[src/rtl/mem_bus_router_if.sv]
// rtl/mem_bus_router_if.sv - CPU, DRAM and peripheral bus signals of the memory router
interface mem_bus_router_if;
  logic        memory_read_req;
  logic        memory_write_req;
  logic [25:0] memory_addr;
  logic [31:0] memory_data_write;
  logic [31:0] memory_data_read;
  logic        memory_busy;
  logic        dram_req;
  logic        dram_we;
  logic [24:0] dram_addr;
  logic [31:0] dram_wdata;
  logic [31:0] dram_rdata;
  logic        dram_ack;
  logic        per_req;
  logic        per_we;
  logic [7:0]  per_addr;
  logic [31:0] per_wdata;
  logic [31:0] per_rdata;
  logic        per_ack;
  logic        bus_error;
  logic        err_clr;

  // slave is the router itself; master is the surrounding CPU and target side
  modport slave (
    input  memory_read_req, memory_write_req, memory_addr, memory_data_write,
    output memory_data_read, memory_busy,
    output dram_req, dram_we, dram_addr, dram_wdata,
    input  dram_rdata, dram_ack,
    output per_req, per_we, per_addr, per_wdata,
    input  per_rdata, per_ack,
    output bus_error,
    input  err_clr
  );

  modport master (
    output memory_read_req, memory_write_req, memory_addr, memory_data_write,
    input  memory_data_read, memory_busy,
    input  dram_req, dram_we, dram_addr, dram_wdata,
    output dram_rdata, dram_ack,
    input  per_req, per_we, per_addr, per_wdata,
    output per_rdata, per_ack,
    input  bus_error,
    output err_clr
  );
endinterface

[src/rtl/mem_bus_router.sv]
// rtl/mem_bus_router.sv - routes single-outstanding CPU memory bus to DRAM or peripherals with a watchdog
module mem_bus_router #(
  parameter int unsigned TIMEOUT_CYCLES = 1023,
  parameter logic [31:0] ERR_DATA       = 32'hDEADBEEF
) (
  input  logic           clk,
  input  logic           reset,
  mem_bus_router_if.slave bus
);
  typedef enum logic [1:0] {IDLE, DRAM_WAIT, PER_WAIT} state_t;

  state_t      state;
  logic [15:0] watchdog;
  logic        write_op;
  logic        cur_ack;
  logic [31:0] cur_rdata;
  logic        timeout_hit;

  // Only the ack of the target being waited on counts; anything else is stray
  always_comb begin
    cur_ack   = 1'b0;
    cur_rdata = 32'd0;
    case (state)
      DRAM_WAIT: begin
        cur_ack   = bus.dram_ack;
        cur_rdata = bus.dram_rdata;
      end
      PER_WAIT: begin
        cur_ack   = bus.per_ack;
        cur_rdata = bus.per_rdata;
      end
      default: ;
    endcase
    timeout_hit = (state != IDLE) && !cur_ack && (watchdog == 16'(TIMEOUT_CYCLES - 1));
  end

  always_ff @(posedge clk or posedge reset) begin
    if (reset) begin
      state                <= IDLE;
      watchdog             <= 16'd0;
      write_op             <= 1'b0;
      bus.memory_data_read <= 32'd0;
      bus.memory_busy      <= 1'b0;
      bus.dram_req         <= 1'b0;
      bus.dram_we          <= 1'b0;
      bus.dram_addr        <= 25'd0;
      bus.dram_wdata       <= 32'd0;
      bus.per_req          <= 1'b0;
      bus.per_we           <= 1'b0;
      bus.per_addr         <= 8'd0;
      bus.per_wdata        <= 32'd0;
      bus.bus_error        <= 1'b0;
    end else begin
      if (timeout_hit)
        bus.bus_error <= 1'b1;
      else if (bus.err_clr)
        bus.bus_error <= 1'b0;

      case (state)
        IDLE: begin
          if (bus.memory_read_req || bus.memory_write_req) begin
            write_op        <= bus.memory_write_req;
            watchdog        <= 16'd0;
            bus.memory_busy <= 1'b1;
            if (bus.memory_addr[25]) begin
              bus.per_req   <= 1'b1;
              bus.per_we    <= bus.memory_write_req;
              bus.per_addr  <= bus.memory_addr[7:0];
              bus.per_wdata <= bus.memory_data_write;
              state         <= PER_WAIT;
            end else begin
              bus.dram_req   <= 1'b1;
              bus.dram_we    <= bus.memory_write_req;
              bus.dram_addr  <= bus.memory_addr[24:0];
              bus.dram_wdata <= bus.memory_data_write;
              state          <= DRAM_WAIT;
            end
          end
        end
        DRAM_WAIT, PER_WAIT: begin
          if (cur_ack || timeout_hit) begin
            if (!write_op)
              bus.memory_data_read <= cur_ack ? cur_rdata : ERR_DATA;
            bus.dram_req    <= 1'b0;
            bus.per_req     <= 1'b0;
            bus.memory_busy <= 1'b0;
            state           <= IDLE;
          end else begin
            watchdog <= watchdog + 16'd1;
          end
        end
        default: state <= IDLE;
      endcase
    end
  end
endmodule

[src/flat_wrapper.sv]
// flat-port wrapper written by rule: the top's interface ports become plain ports
module mem_bus_router_flat 
#(
  parameter int unsigned TIMEOUT_CYCLES = 1023,
  parameter logic [31:0] ERR_DATA       = 32'hDEADBEEF
)
  (clk, reset, bus_memory_read_req, bus_memory_write_req, bus_memory_addr, bus_memory_data_write, bus_memory_data_read, bus_memory_busy, bus_dram_req, bus_dram_we, bus_dram_addr, bus_dram_wdata, bus_dram_rdata, bus_dram_ack, bus_per_req, bus_per_we, bus_per_addr, bus_per_wdata, bus_per_rdata, bus_per_ack, bus_bus_error, bus_err_clr);
  mem_bus_router_if bus_i ();
  input  logic clk;
  input  logic reset;
  input wire logic [$bits(bus_i.memory_read_req)-1:0] bus_memory_read_req;
  input wire logic [$bits(bus_i.memory_write_req)-1:0] bus_memory_write_req;
  input wire logic [$bits(bus_i.memory_addr)-1:0] bus_memory_addr;
  input wire logic [$bits(bus_i.memory_data_write)-1:0] bus_memory_data_write;
  output wire logic [$bits(bus_i.memory_data_read)-1:0] bus_memory_data_read;
  output wire logic [$bits(bus_i.memory_busy)-1:0] bus_memory_busy;
  output wire logic [$bits(bus_i.dram_req)-1:0] bus_dram_req;
  output wire logic [$bits(bus_i.dram_we)-1:0] bus_dram_we;
  output wire logic [$bits(bus_i.dram_addr)-1:0] bus_dram_addr;
  output wire logic [$bits(bus_i.dram_wdata)-1:0] bus_dram_wdata;
  input wire logic [$bits(bus_i.dram_rdata)-1:0] bus_dram_rdata;
  input wire logic [$bits(bus_i.dram_ack)-1:0] bus_dram_ack;
  output wire logic [$bits(bus_i.per_req)-1:0] bus_per_req;
  output wire logic [$bits(bus_i.per_we)-1:0] bus_per_we;
  output wire logic [$bits(bus_i.per_addr)-1:0] bus_per_addr;
  output wire logic [$bits(bus_i.per_wdata)-1:0] bus_per_wdata;
  input wire logic [$bits(bus_i.per_rdata)-1:0] bus_per_rdata;
  input wire logic [$bits(bus_i.per_ack)-1:0] bus_per_ack;
  output wire logic [$bits(bus_i.bus_error)-1:0] bus_bus_error;
  input wire logic [$bits(bus_i.err_clr)-1:0] bus_err_clr;
  assign bus_i.memory_read_req = bus_memory_read_req;
  assign bus_i.memory_write_req = bus_memory_write_req;
  assign bus_i.memory_addr = bus_memory_addr;
  assign bus_i.memory_data_write = bus_memory_data_write;
  assign bus_memory_data_read = bus_i.memory_data_read;
  assign bus_memory_busy = bus_i.memory_busy;
  assign bus_dram_req = bus_i.dram_req;
  assign bus_dram_we = bus_i.dram_we;
  assign bus_dram_addr = bus_i.dram_addr;
  assign bus_dram_wdata = bus_i.dram_wdata;
  assign bus_i.dram_rdata = bus_dram_rdata;
  assign bus_i.dram_ack = bus_dram_ack;
  assign bus_per_req = bus_i.per_req;
  assign bus_per_we = bus_i.per_we;
  assign bus_per_addr = bus_i.per_addr;
  assign bus_per_wdata = bus_i.per_wdata;
  assign bus_i.per_rdata = bus_per_rdata;
  assign bus_i.per_ack = bus_per_ack;
  assign bus_bus_error = bus_i.bus_error;
  assign bus_i.err_clr = bus_err_clr;
  mem_bus_router #(.TIMEOUT_CYCLES(TIMEOUT_CYCLES), .ERR_DATA(ERR_DATA)) u_core (.clk(clk), .reset(reset), .bus(bus_i));
endmodule
[config.mk]
export PLATFORM = sky130hd
export DESIGN_NAME = mem_bus_router_flat
export DESIGN_NICKNAME = d
export VERILOG_FILES = /design/src/rtl/mem_bus_router_if.sv /design/src/rtl/mem_bus_router.sv /design/src/flat_wrapper.sv
export SDC_FILE = /design/constraint.sdc
export NUM_CORES = 1
export LEC_CHECK = 0
export ABC_CLOCK_PERIOD_IN_PS = 6900
export BUFFER_PORTS_ARGS = -buffer_cell sky130_fd_sc_hd__buf_2
export CORE_UTILIZATION = 49
export CTS_BUF_LIST = sky130_fd_sc_hd__clkbuf_8 sky130_fd_sc_hd__clkbuf_16
export DETAILED_ROUTE_END_ITERATION = 8
export PLACE_DENSITY = 0.77
export RECOVER_POWER = 25
export SETUP_SLACK_MARGIN = 0.05
export SLEW_MARGIN = 0
export SYNTH_ARGS = -nofsm -noshare
export SYNTH_HDL_FRONTEND = slang
export SYNTH_SLANG_ARGS = --single-unit
[constraint.sdc]
create_clock -name clk -period 6.9 [get_ports clk]
set_clock_uncertainty 0.15 [all_clocks]
set_input_delay 1.035 -clock clk [delete_from_list [all_inputs] [get_ports clk]]
set_output_delay 1.035 -clock clk [all_outputs]
set_load 0.1 [all_outputs]
== Word-level counts from Yosys, hierarchy flattened ==
Cells that the tools add are included.

* Input bits: 129
* Logic and storage cells: 65
* Register bits after elaboration: 154
* Output and inout port bits: 135

* Equal/unequal tests: 8
* Reduce and logical (&&, ||, !) cells: 19
* Add/subtract/negate cells: 1
* Muxes and demuxes: 21
* Bitwise logic cells: 2

{| class="wikitable"
|+ Operators with widths
! kind !! number
|-
| 32-bit case mux with 2 select lines || 1
|-
| 16-bit two-way mux || 2
|-
| 32-bit two-way mux || 1
|-
| 16-bit case mux with 2 select lines || 1
|-
| 16-bit by 1-bit adder with 16-bit output (second input constant) || 1
|-
| 16-bit by 10-bit == test with 1-bit output (second input constant) || 1
|-
| 3-bit AND reduction || 5
|-
| 1-bit two-way mux || 8
|-
| 1-bit case mux with 2 select lines || 4
|-
| 4-bit AND reduction || 2
|-
| 2-bit two-way mux || 3
|-
| 2-bit inequality test (second input constant) || 3
|-
| 2-bit nonzero test || 3
|-
| 2-bit by 1-bit inequality test with 1-bit output (second input constant) || 2
|-
| 2-bit case mux with 2 select lines || 1
|-
| 2-bit AND reduction || 2
|-
| 2-bit by 1-bit == test with 1-bit output (second input constant) || 1
|-
| 2-bit == test (second input constant) || 1
|-
| 1-bit logical AND || 2
|-
| 2-bit zero test || 1
|-
| 1-bit logical OR || 2
|-
| 1-bit NOT || 2
|-
| 2-bit OR reduction || 1
|-
| 1-bit zero test || 1
|}

== Logic depth before layout (Yosys ltp) ==
* Depth in word-level cells: 8
* Mapped depth: 8
* Gate-level depth less buffers: 6

== Worst setup path after synthesis ==
OpenSTA, ideal clock, no wires.

* Kind: in2reg
* Start: in bus_per_ack
* End: reg u_core.bus.memory_data_read[23]
* Stages: 5
* Setup slack: 4.393 ns
* Data arrival time: 2.231 ns
* Cells stage by stage: a22o_1 nand2_1 a211oi_4 buf_6 mux2_2

* Cells in the longest elaborated chain, start to end: 6

{| class="wikitable"
|+ RTL lines
! item !! RTL line !! RTL
|-
| start, declared || flat_wrapper.sv:28 || <nowiki>input wire logic [$bits(bus_i.per_ack)-1:0] bus_per_ack;</nowiki>
|-
| 1-bit case mux with 2 select lines (*) || mem_bus_router.sv:23 || <nowiki>case (state)</nowiki>
|-
| 1-bit zero test || mem_bus_router.sv:34 || <nowiki>timeout_hit = (state != IDLE) && !cur_ack && (watchdog == 16'(TIMEOUT_CYCLES - 1));</nowiki>
|-
| 1-bit logical AND (2 in a row) || mem_bus_router.sv:34 ||
|-
| 1-bit logical OR || mem_bus_router.sv:81 || <nowiki>if (cur_ack || timeout_hit) begin</nowiki>
|-
| 3-bit AND reduction (no source line) || -- ||
|-
| end signal, assigned || mem_bus_router.sv:83 || <nowiki>bus.memory_data_read <= cur_ack ? cur_rdata : ERR_DATA;</nowiki>
|-
| end, declared || mem_bus_router_if.sv:27 || <nowiki>output memory_data_read, memory_busy,</nowiki>
|}

Every way passes the cells marked *; elsewhere a longest branch is shown, timed or not.
A chain may end at the register's enable or synchronous reset.

==> impl_results.md <==
- Result of the run: complete, but fails checks
- Failing checks: max-capacitance violations, max-slew violations
- Critical setup path kind: in2async
- Sink Count: 154
- Crit start category: primary input
- Seq cells post-synth: 154
- Gpl congestion: 0.853
- Share of layout cells above drive strength 1: 0.515
- Die height: 120 um
- Synth Cell Area: 0.00677 sq mm
- Mapped Nets: 632
- Fill cell count: 1010
- Worst path arrival time: 4150 ps
- Setup bufs post-CTS: 0
- Mean Syn Cell Area: 13.6 sq um
- Htree depth: 4
- First-pass GRT wire length: 27.6 mm
- Detailed Route Iter0 Violations: 286
- CP endpoint kind: async pin
- Port bufs: 263
- Max Buffers Root-to-Sink: 2
- Count of final hold-check violations: 0
- Final min period: 3890 ps
- Slew HR: -1.33
- Effective utilization at floorplan: 0.507
- Seq/Total Area, Yosys: 0.569
- # rows: 42
- Hpwl dp: 12.1 mm
- DRC Markers: 0
- Placed inst area: 0.00821 sq mm
- Via Count: 5291
- Unrepaired setup endpoints after global routing: false
- Pins Over Slew Limit: 81
- Antenna violations before repair: 0
- CTS tree: yes
- Ys Warns: 0
- Area Growth Syn to Fin: 29.5%
- Multi-input gate area in the final layout: 0.00274 sq mm
- Die Footprint: 0.0143 sq mm
- Clock Root Buffer: clkbuf_16
- CTS Hold Buffers Added: 0
- Mean routed wirelength per cell: 18.1 um
- DRT Pass-1 Iters: 5
- Diodes inserted: 0
- Die X-Extent: 120 um
- CTS clk-pin slew, worst paths: 60 ps
- Max-cap violations: 1
- Nets@finish: 888
- Core ar.: 0.0133 sq mm
- Routed Antenna Nets: 0
- Register area: 0.00385 sq mm
- Period Utilization, post-route: 0.563
- Synth Instances: 497
- Async SR Flop Fraction: 1.00
- Hold slack: 333 ps
- Critical path required time: 7170 ps
- Main synth FF type: dfrtp_1
- Io pins: 264
- DRT Wirelength: 17.1 mm
- Largest net degree at the start of global routing: 81
- Resize count post-CTS: 0
- Vias per cell: 5.62
- CP max FO: 80
- Total GRT Usage: 0.247
- Netlist cell types: 51
- EDFF count, synth: 0
- Post-route cell area: 0.00877 sq mm
- Vias in the first global route: 5493
- TritonCTS buffer count: 17
- Hold WC Path Type: reg2reg
- Setup TNS Final: 0 ps
- Fmax: 0.257 GHz
- Total grt overflow: 0
- Least-Margin Pin Slew: 3480 ps
- Worst-skew pair later-pin latency: 410 ps
- Setup violators final: 0
## final timing paths
kind | slack (ps) | to | from | cells past startpoint
worst max-delay path | 3010 | u_core.bus.per_addr[0]$_DFFE_PP0P_ | reset | 3
worst min-delay path | 330 | u_core.bus.memory_data_read[30]$_DFFE_PP0P_ | u_core.bus.memory_data_read[30]$_DFFE_PP0P_ | 1
worst max register to register | 3330 | u_core.bus.memory_data_read[3]$_DFFE_PP0P_ | u_core.state[0]$_DFFE_PP0P_ | 8
min in group asynchronous | 1490 | u_core.bus.dram_wdata[30]$_DFFE_PP0P_ | reset | 2
max in group clk | 3330 | u_core.bus.memory_data_read[3]$_DFFE_PP0P_ | u_core.state[0]$_DFFE_PP0P_ | 8
worst min register to register | 330 | u_core.bus.memory_data_read[30]$_DFFE_PP0P_ | u_core.bus.memory_data_read[30]$_DFFE_PP0P_ | 1
## synth_stat cells, drive strengths merged, types with 2 or more instances
cell | number | area [sq um]
a221o | 26 | 260
a31o | 3 | 26.3
and2 | 3 | 18.8
buf | 10 | 68.8
o22ai | 3 | 18.8
a32o | 2 | 20.0
a41oi | 2 | 17.5
clkbuf | 22 | 83.8
a21oi | 4 | 20.0
nand4 | 6 | 52.6
nor4 | 3 | 33.8
o31ai | 4 | 30.0
and3 | 4 | 25.0
nor3 | 9 | 45.0
o21ai | 5 | 25.0
a32oi | 2 | 17.5
a22o | 4 | 35.0
nor2 | 10 | 37.5
inv | 8 | 30.0
a31oi | 8 | 50.1
o211ai | 2 | 15.0
o21a | 2 | 15.0
a21o | 2 | 15.0
nor4b | 2 | 32.5
a211o | 3 | 26.3
or2 | 2 | 12.5
nand3 | 8 | 40.0
and4 | 7 | 61.3
nor2b | 2 | 12.5
dfrtp | 154 | 3850
o311ai | 2 | 17.5
mux2 | 129 | 1450
a22oi | 8 | 60.1
ha | 6 | 75.1
nand2 | 21 | 78.8
## cell families after synthesis
group | after synthesis | share of synthesized area
compound gates | 87 | 0.107
fa+ha+maj | 6 | 0.0111
buf+inv | 40 | 0.0270
flops | 154 | 0.569
mux | 129 | 0.214
simple gates | 81 | 0.0713
## layer usage
| layer | vias to the layer above | global-route usage | share of wire |
|---|---|---|---|
| li1 | 2393 | - | - |
| met2 | 255 | 0.409 | 0.50 |
| met4 | 0 | 0.0984 | 0.025 |
| met1 | 2609 | 0.293 | 0.39 |
| met3 | 34 | 0.0889 | 0.094 |
| met5 | - | 0 | 0 |
## cell type report
class	instances	area share
clock buffers	21	0.0548
clock inverters	10	0.0133
multi-input cells	303	0.312
inverters	8	0.00357
repair buffers	269	0.152
flip-flops and latches	154	0.439
well taps	176	0.0251
## worst max-delay path, cell delays in order
cell        delay [ps]
buf_2              100
clkinvlp_2        1950
buf_4              970
## sequential cells by signal, indices dropped and copies added (netlist names), 2 cells and up
name                         cells
u_core.bus.dram_wdata           32
u_core.watchdog                 16
u_core.bus.memory_data_read     32
u_core.bus.dram_addr            25
u_core.bus.per_wdata            32
u_core.state                     2
u_core.bus.per_addr              8
## cell usage in the layout (no fill, tap or decap), types with 6 or more instances in the layout
cell,n
and4_1,7
a31oi_1,8
inv_1,7
nor2_1,10
nand3_1,8
a221o_1,26
mux2_2,109
buf_4,6
nor3_1,9
nand2_1,21
dfrtp_1,154
clkbuf_16,17
buf_2,237
ha_1,6
clkbuf_1,26
mux2_1,20
a22oi_1,8
## per-stage QoR
stage / instances / worst slack (ps) / util
floorplan: 497 / 1570 / -
global placement: 910 / 3580 / 0.615
detailed placement: 910 / 3330 / 0.615
CTS: 941 / 3310 / 0.660
global route: 941 / 2300 / 0.657
finish: 941 / 3010 / 0.657
Power is not shown: default switching activity piles up to over one toggle a cycle in this logic, so the estimate is an artifact.
